`src/rtl/nested_addr_gen_pkg.sv`:
```
// Shared types and helpers for the nested loop address generator.
// Contents:
//   state_t     - run-control FSM states
//   bound_lsb   - LSB position of level i inside the flattened bound bus
//   stride_lsb  - LSB position of level i inside the flattened stride bus
package nested_addr_gen_pkg;

    typedef enum logic [1:0] {
        IDLE = 2'd0,
        RUN  = 2'd1,
        DONE = 2'd2
    } state_t;

    function automatic int unsigned bound_lsb(input int unsigned lvl,
                                              input int unsigned level_width);
        return lvl * level_width;
    endfunction

    function automatic int unsigned stride_lsb(input int unsigned lvl,
                                               input int unsigned addr_width);
        return lvl * addr_width;
    endfunction

endpackage

```
`src/rtl/nested_addr_gen_if.sv`:
```
// Control/config and address-stream bundle for nested_addr_gen.
// master: the side that starts runs and consumes addresses.
// slave : the address generator itself.
//   start, abort            run control (master -> slave)
//   cfg_base/bound/stride   run configuration, latched on start
//   busy, done              run status (slave -> master)
//   addr_valid/addr_ready   address stream handshake
//   addr, addr_last         address beat and final-beat flag
//   level_wrap              per-level wrap flags of the current beat
interface nested_addr_gen_if #(
    parameter int NUM_LEVELS  = 3,
    parameter int LEVEL_WIDTH = 8,
    parameter int ADDR_WIDTH  = 16
);
    logic                              start;
    logic                              abort;
    logic [ADDR_WIDTH-1:0]             cfg_base;
    logic [NUM_LEVELS*LEVEL_WIDTH-1:0] cfg_bound;
    logic [NUM_LEVELS*ADDR_WIDTH-1:0]  cfg_stride;
    logic                              busy;
    logic                              done;
    logic                              addr_valid;
    logic                              addr_ready;
    logic [ADDR_WIDTH-1:0]             addr;
    logic                              addr_last;
    logic [NUM_LEVELS-1:0]             level_wrap;

    modport master (
        output start, abort, cfg_base, cfg_bound, cfg_stride, addr_ready,
        input  busy, done, addr_valid, addr, addr_last, level_wrap
    );

    modport slave (
        input  start, abort, cfg_base, cfg_bound, cfg_stride, addr_ready,
        output busy, done, addr_valid, addr, addr_last, level_wrap
    );
endinterface

```
`src/rtl/nested_addr_gen_lvl.sv`:
```
// One loop level: index, running offset and the latched bound/stride.
// Ports:
//   CLK, rst   clock, async active-high reset
//   load       latch cfg_bound/cfg_stride and clear idx/offset
//   clear      clear idx/offset (run cancelled)
//   adv        a beat was transferred this cycle
//   carry_in   all inner levels are at their bound (1 for level 0 in RUN)
//   carry_out  this level wraps on the current beat; feeds the next level
//   wrap       same as carry_out, exported as the level_wrap flag
//   offset     idx * stride, maintained incrementally
module addr_level_cnt #(
    parameter int LEVEL_WIDTH = 8,
    parameter int ADDR_WIDTH  = 16
) (
    input  logic                   CLK,
    input  logic                   rst,
    input  logic                   load,
    input  logic                   clear,
    input  logic                   adv,
    input  logic [LEVEL_WIDTH-1:0] cfg_bound,
    input  logic [ADDR_WIDTH-1:0]  cfg_stride,
    input  logic                   carry_in,
    output logic                   carry_out,
    output logic                   wrap,
    output logic [ADDR_WIDTH-1:0]  offset
);
    logic [LEVEL_WIDTH-1:0] idx_q;
    logic [LEVEL_WIDTH-1:0] bound_q;
    logic [ADDR_WIDTH-1:0]  stride_q;
    logic [ADDR_WIDTH-1:0]  offset_q;
    logic                   at_bound;

    assign at_bound  = (idx_q == bound_q - LEVEL_WIDTH'(1));
    assign carry_out = carry_in && at_bound;
    assign wrap      = carry_out;
    assign offset    = offset_q;

    always_ff @(posedge CLK or posedge rst) begin
        if (rst) begin
            idx_q    <= '0;
            bound_q  <= '0;
            stride_q <= '0;
            offset_q <= '0;
        end else if (load) begin
            // a zero trip count runs the level once
            bound_q  <= (cfg_bound == '0) ? LEVEL_WIDTH'(1) : cfg_bound;
            stride_q <= cfg_stride;
            idx_q    <= '0;
            offset_q <= '0;
        end else if (clear) begin
            idx_q    <= '0;
            offset_q <= '0;
        end else if (adv && carry_in) begin
            if (at_bound) begin
                idx_q    <= '0;
                offset_q <= '0;
            end else begin
                idx_q    <= idx_q + LEVEL_WIDTH'(1);
                offset_q <= offset_q + stride_q;
            end
        end
    end
endmodule

```
`src/rtl/nested_addr_gen.sv`:
```
// Runtime-configurable NUM_LEVELS-deep nested loop address generator.
// Level 0 is innermost. addr = base + sum of per-level offsets (mod 2^ADDR_WIDTH).
// Ports:
//   CLK, rst   clock, async active-high reset
//   bus        nested_addr_gen_if slave modport: start/abort control,
//              cfg_* (latched on start), busy/done status and the
//              addr_valid/addr_ready address stream with addr_last
//              and level_wrap flags
module nested_addr_gen
    import nested_addr_gen_pkg::*;
#(
    parameter int NUM_LEVELS  = 3,
    parameter int LEVEL_WIDTH = 8,
    parameter int ADDR_WIDTH  = 16
) (
    input  logic              CLK,
    input  logic              rst,
    nested_addr_gen_if.slave  bus
);
    state_t                  state_q;
    state_t                  state_nx;
    logic [ADDR_WIDTH-1:0]   base_q;
    logic [NUM_LEVELS:0]     carry;
    logic [NUM_LEVELS-1:0]   wraps;
    logic [ADDR_WIDTH-1:0]   offs [NUM_LEVELS];
    logic [ADDR_WIDTH-1:0]   addr_sum;
    logic                    load;
    logic                    clear;
    logic                    xfer;
    logic                    running;

    assign running = (state_q == RUN);
    assign load    = (state_q == IDLE) && bus.start;
    assign clear   = running && bus.abort;
    assign xfer    = running && bus.addr_ready;

    // carry chain is only live in RUN so wrap/last read 0 elsewhere
    assign carry[0] = running;

    for (genvar i = 0; i < NUM_LEVELS; i++) begin : g_lvl
        addr_level_cnt #(
            .LEVEL_WIDTH(LEVEL_WIDTH),
            .ADDR_WIDTH (ADDR_WIDTH)
        ) u_lvl (
            .CLK       (CLK),
            .rst       (rst),
            .load      (load),
            .clear     (clear),
            .adv       (xfer),
            .cfg_bound (bus.cfg_bound[bound_lsb(i, LEVEL_WIDTH) +: LEVEL_WIDTH]),
            .cfg_stride(bus.cfg_stride[stride_lsb(i, ADDR_WIDTH) +: ADDR_WIDTH]),
            .carry_in  (carry[i]),
            .carry_out (carry[i+1]),
            .wrap      (wraps[i]),
            .offset    (offs[i])
        );
    end

    always_comb begin
        addr_sum = base_q;
        for (int unsigned i = 0; i < NUM_LEVELS; i++) begin
            addr_sum = addr_sum + offs[i];
        end
    end

    always_ff @(posedge CLK or posedge rst) begin
        if (rst) begin
            state_q <= IDLE;
            base_q  <= '0;
        end else begin
            state_q <= state_nx;
            if (load) begin
                base_q <= bus.cfg_base;
            end
        end
    end

    always_comb begin
        state_nx = state_q;
        case (state_q)
            IDLE: if (bus.start) state_nx = RUN;
            RUN: begin
                // abort takes priority over a final-beat transfer
                if (bus.abort)                  state_nx = IDLE;
                else if (xfer && carry[NUM_LEVELS]) state_nx = DONE;
            end
            DONE:    state_nx = IDLE;
            default: state_nx = IDLE;
        endcase
    end

    always_comb begin
        bus.busy       = 1'b0;
        bus.done       = 1'b0;
        bus.addr_valid = 1'b0;
        case (state_q)
            RUN: begin
                bus.busy       = 1'b1;
                bus.addr_valid = 1'b1;
            end
            DONE:    bus.done = 1'b1;
            default: ;
        endcase
    end

    assign bus.addr       = addr_sum;
    assign bus.addr_last  = carry[NUM_LEVELS];
    assign bus.level_wrap = wraps;
endmodule

```
`src/flat_wrapper.sv`:
```
// flat-port wrapper written by rule: the top's interface ports become plain ports
module nested_addr_gen_flat import nested_addr_gen_pkg::*;
#(
    parameter int NUM_LEVELS  = 3,
    parameter int LEVEL_WIDTH = 8,
    parameter int ADDR_WIDTH  = 16
)
  (CLK, rst, bus_start, bus_abort, bus_cfg_base, bus_cfg_bound, bus_cfg_stride, bus_addr_ready, bus_busy, bus_done, bus_addr_valid, bus_addr, bus_addr_last, bus_level_wrap);
  nested_addr_gen_if #(.NUM_LEVELS(NUM_LEVELS), .LEVEL_WIDTH(LEVEL_WIDTH), .ADDR_WIDTH(ADDR_WIDTH)) bus_i ();
  input  logic CLK;
  input  logic rst;
  input wire logic [$bits(bus_i.start)-1:0] bus_start;
  input wire logic [$bits(bus_i.abort)-1:0] bus_abort;
  input wire logic [$bits(bus_i.cfg_base)-1:0] bus_cfg_base;
  input wire logic [$bits(bus_i.cfg_bound)-1:0] bus_cfg_bound;
  input wire logic [$bits(bus_i.cfg_stride)-1:0] bus_cfg_stride;
  input wire logic [$bits(bus_i.addr_ready)-1:0] bus_addr_ready;
  output wire logic [$bits(bus_i.busy)-1:0] bus_busy;
  output wire logic [$bits(bus_i.done)-1:0] bus_done;
  output wire logic [$bits(bus_i.addr_valid)-1:0] bus_addr_valid;
  output wire logic [$bits(bus_i.addr)-1:0] bus_addr;
  output wire logic [$bits(bus_i.addr_last)-1:0] bus_addr_last;
  output wire logic [$bits(bus_i.level_wrap)-1:0] bus_level_wrap;
  assign bus_i.start = bus_start;
  assign bus_i.abort = bus_abort;
  assign bus_i.cfg_base = bus_cfg_base;
  assign bus_i.cfg_bound = bus_cfg_bound;
  assign bus_i.cfg_stride = bus_cfg_stride;
  assign bus_i.addr_ready = bus_addr_ready;
  assign bus_busy = bus_i.busy;
  assign bus_done = bus_i.done;
  assign bus_addr_valid = bus_i.addr_valid;
  assign bus_addr = bus_i.addr;
  assign bus_addr_last = bus_i.addr_last;
  assign bus_level_wrap = bus_i.level_wrap;
  nested_addr_gen #(.NUM_LEVELS(NUM_LEVELS), .LEVEL_WIDTH(LEVEL_WIDTH), .ADDR_WIDTH(ADDR_WIDTH)) u_core (.CLK(CLK), .rst(rst), .bus(bus_i));
endmodule
```
`config.mk`:
```
export PLATFORM = sky130hd
export DESIGN_NAME = nested_addr_gen_flat
export DESIGN_NICKNAME = d
export VERILOG_FILES = /design/src/rtl/nested_addr_gen_pkg.sv /design/src/rtl/nested_addr_gen_if.sv /design/src/rtl/nested_addr_gen_lvl.sv /design/src/rtl/nested_addr_gen.sv /design/src/flat_wrapper.sv
export SDC_FILE = /design/constraint.sdc
export NUM_CORES = 1
export LEC_CHECK = 0
export CAP_MARGIN = 20
export CORE_MARGIN = 2
export CORE_UTILIZATION = 67
export DETAILED_ROUTE_END_ITERATION = 10
export DONT_BUFFER_PORTS = 1
export GPL_TIMING_DRIVEN = 1
export PLACE_DENSITY = 0.88
export SYNTH_ARGS = -nofsm -noshare
export SYNTH_HDL_FRONTEND = slang
export SYNTH_SLANG_ARGS = --single-unit
```
`constraint.sdc`:
```
create_clock -name CLK -period 11.4 [get_ports CLK]
set_input_delay 1.14 -clock CLK [delete_from_list [all_inputs] [get_ports CLK]]
set_output_delay 1.14 -clock CLK [all_outputs]
set_load 0.005 [all_outputs]
```
==> metrics.txt <==
number of flops mapped to enable cells by yosys=0; GRT Overall Usage=0.304; Reg clk slew, reported paths=about 70 ps; drt first pass iters=5; Nets=between 1000 and 1500; # port buffers=0; number of global-route vias before repair=~8000; worst slew pin tran=slightly above 1000 ps; Final ANT Viol Nets=0; average routed wire per standard cell=approximately 19 µm; Sw Pwr=~1.2 mW; hold buffer count at CTS=0; Finished Core Util=0.734; share of cells above drive strength 1=0.131; final hold slack=519 ps; Pwr Total=~2.9 mW; final period utilization=0.469; # rows=46; multi-input logic area=about 6200 µm²; Synth Flop Type=dfrtp_1; RSZ-0062 raised after global routing=false; first-pass GRT wire length=between 40000 and 50000 µm; Synth area leader=dfrtp_1; core area=approximately 16000 µm²; Final Skew=around 9.4 ps; Required @ worst endpoint=10260 ps; Chip Height=between 100 and 150 µm; status=complete, no violations; clock latency at the later pin of the worst-skew pair=around 440 ps; design area=around 12000 µm²; Power Density=between 200 and 300 nW/µm²; Die ar.=17100 µm²; largest net degree at the start of global routing=87; worst vdd ir=~0.00015 V; reg2reg setup slack=7550 ps; Relative slew margins=0.310; main area contributors after synthesis=dfrtp_1 (38%), mux2_2 (7.8%), ha_1 (7.7%); cell-internal power=~1.7 mW; CTS resizes=0; Post-DP Area=between 10000 and 15000 µm²; CP Cell Sequence=inv_1, fa_1, fa_1, inv_1, ha_1, inv_1, fa_1, nor2b_1, o21ai_0, a21boi_0, o21ai_0, a211oi_1, mux2i_1, nand2_1; sequential fraction of design power=0.285; average vias per placed instance=6.33; post-synthesis sequential area ratio=0.377; Commonest cells post-synth=dfrtp_1 (162), inv_1 (99), o21ai_0 (90); Setup crit end kind=output pin; Syn Std Cell Area=10700 µm²; switching share of power=0.413; Fmax achieved=187 MHz; antenna violations before repair=1; Tmin final=5350 ps; final worst slack=roughly 6000 ps; Post-Syn Instances=between 1000 and 1500; Detailed Route Iter0 Violations=slightly below 800; RR Endpoint=u_core.g_lvl[2].u_lvl.offset[3]; Die X=131 µm; Hold Crit Class=reg2reg; Synth top area share=0.377; CTS Root Buffer Type=clkbuf_16; Max Root-Sink Buffers=2; Hold Path Depth=1; Worst Setup Start Kind=register; post-synthesis cell type count=between 70 and 80; endpoints failing setup=0; synth-to-layout area growth=7.65%; sink of the worst hold path=u_core.g_lvl[1].u_lvl.stride_q[14]; Setup Fix Bufs, Post-CTS=0; crit-path max FO=4; worst path arrival time=around 4200 ps; max cap viols=0; DRC Markers=0; combinational share of power=0.500; P_leak=roughly 5.2 nW; FF-to-FF path depth=8; Post-Route WL=24600 µm; post-place setup slack=between 6000 and 7000 ps; Register Area=between 4000 and 5000 µm²; FF+latch count, synth=between 150 and 200; vias=8140; CTS Buf Count=17; H-tree lvl count=4; CTS tree=built; Critical-path top delay cell=fa_1; CTS Sinks=approximately 160; GRT overflow=0; io pins=~120; synth warn=0; Final Non-Filler Cells=1286; syn_nets=~1300; count leader, synth=dfrtp_1; Syn Area/Cell=10.1 µm²; TNS Setup=0 ps; HP Start=u_core.g_lvl[1].u_lvl.stride_q[14]; Crit Path Class=reg2out; worst r2r src=u_core.state_q[1]; RD Place Congestion=slightly below 1; largest stage delay on the critical path=roughly 560 ps; clock network power share=0.216; post-detail-place hpwl=17700 µm; Final Hold Fails=0; ys async rst share=1.00; number of fill cells=between 1000 and 1500; Initial Utilization=0.682; number of max-slew violations in the final report=0; Placed Cells incl. Taps=between 1000 and 1500
power groups by stage:
stage / registers, mW / clock network [mW] / logic (mW)
final: 0.824 / 0.623 / 1.44
after global routing: 0.841 / 0.649 / 1.62
after CTS: 0.822 / 0.624 / 1.43
after detailed placement: 0.831 / 0 / 1.41
after global placement: 0.823 / 0 / 1.37
after floorplan: 0.782 / 0 / 1.14
critical path, delay by kind of cell (launching register included):
kind,cells,cell delay (ps)
adder cells (fa/ha/maj),4,1590
AO/OA/AOI/OAI,4,1110
flip-flops,1,430
buffers and inverters,3,220
multiplexers,1,220
AND/OR/NAND/NOR,2,200
cell usage in the layout, fill, tap and decap left out, drive strengths merged, types with 7 or more instances in the layout:
| cell | Yosys | routed |
|---|---|---|
| a211o | 7 | 7 |
| a211oi | 9 | 9 |
| a21o | 23 | 23 |
| a21oi | 36 | 36 |
| a22o | 16 | 16 |
| a31oi | 11 | 11 |
| and3 | 7 | 7 |
| buf | 13 | 8 |
| clkbuf | 23 | 21 |
| dfrtp | 162 | 162 |
| fa | 33 | 33 |
| ha | 66 | 66 |
| inv | 99 | 101 |
| mux2 | 74 | 74 |
| nand2 | 55 | 55 |
| nand2b | 12 | 12 |
| nand3 | 22 | 22 |
| nand4 | 9 | 9 |
| nor2 | 49 | 49 |
| nor2b | 8 | 8 |
| nor3 | 26 | 26 |
| nor4 | 7 | 7 |
| o211ai | 10 | 10 |
| o21a | 13 | 13 |
| o21ai | 93 | 93 |
| o22ai | 11 | 11 |
| o31ai | 17 | 17 |
| or3 | 8 | 8 |
| xnor2 | 38 | 38 |
| xor2 | 36 | 36 |
metal layers:
metal | GRT usage | vias to the layer above | wire length, µm | share of wire
met5 | 0 | - | 0 | 0
met3 | 0.0550 | 41 | 1310 | 0.053
li1 | - | 3800 | - | -
met1 | 0.410 | 4050 | 10600 | 0.43
met4 | 0.103 | 0 | 541 | 0.022
met2 | 0.504 | 249 | 12100 | 0.49
sequential cells by signal, summed over array words and instances (netlist names):
name,count
u_core.g_lvl.u_lvl.bound_q,24
u_core.state_q,2
u_core.g_lvl.u_lvl.offset,48
u_core.base_q,16
u_core.g_lvl.u_lvl.idx_q,24
u_core.g_lvl.u_lvl.stride_q,48
logic make-up after synthesis:
group	share of synthesized area
AO/OA/AOI/OAI	0.181
XOR/XNOR	0.0603
adder cells (fa/ha/maj)	0.138
buffers and inverters	0.0496
flip-flops	0.377
multiplexers	0.0813
AND/OR/NAND/NOR	0.112
area by class of cell:
class | instances | share of cell area
inverter | 99 | 0.0326
timing repair buffer | 8 | 0.00519
clock buffer | 21 | 0.0398
tap | 216 | 0.0234
clock inverter | 11 | 0.0152
sequential | 162 | 0.350
multi-input combinational | 768 | 0.533
antenna | 1 | 0.000216
worst max-delay path by stage:
stage / slack, ps / endpoint / cells past startpoint / start
floorplan: 5880 / u_core.base_q[0] / 1 / rst
global placement: 6670 / bus_addr[13] / 14 / u_core.g_lvl[2].u_lvl.offset[1]
detailed placement: 6580 / bus_addr[13] / 14 / u_core.g_lvl[2].u_lvl.offset[1]
CTS: 6080 / bus_addr[13] / 14 / u_core.g_lvl[2].u_lvl.offset[1]
global route: 5860 / bus_addr[13] / 14 / u_core.g_lvl[2].u_lvl.offset[1]
finish: 6050 / bus_addr[13] / 14 / u_core.g_lvl[2].u_lvl.offset[1]
Power figures use the tool's default switching activity.
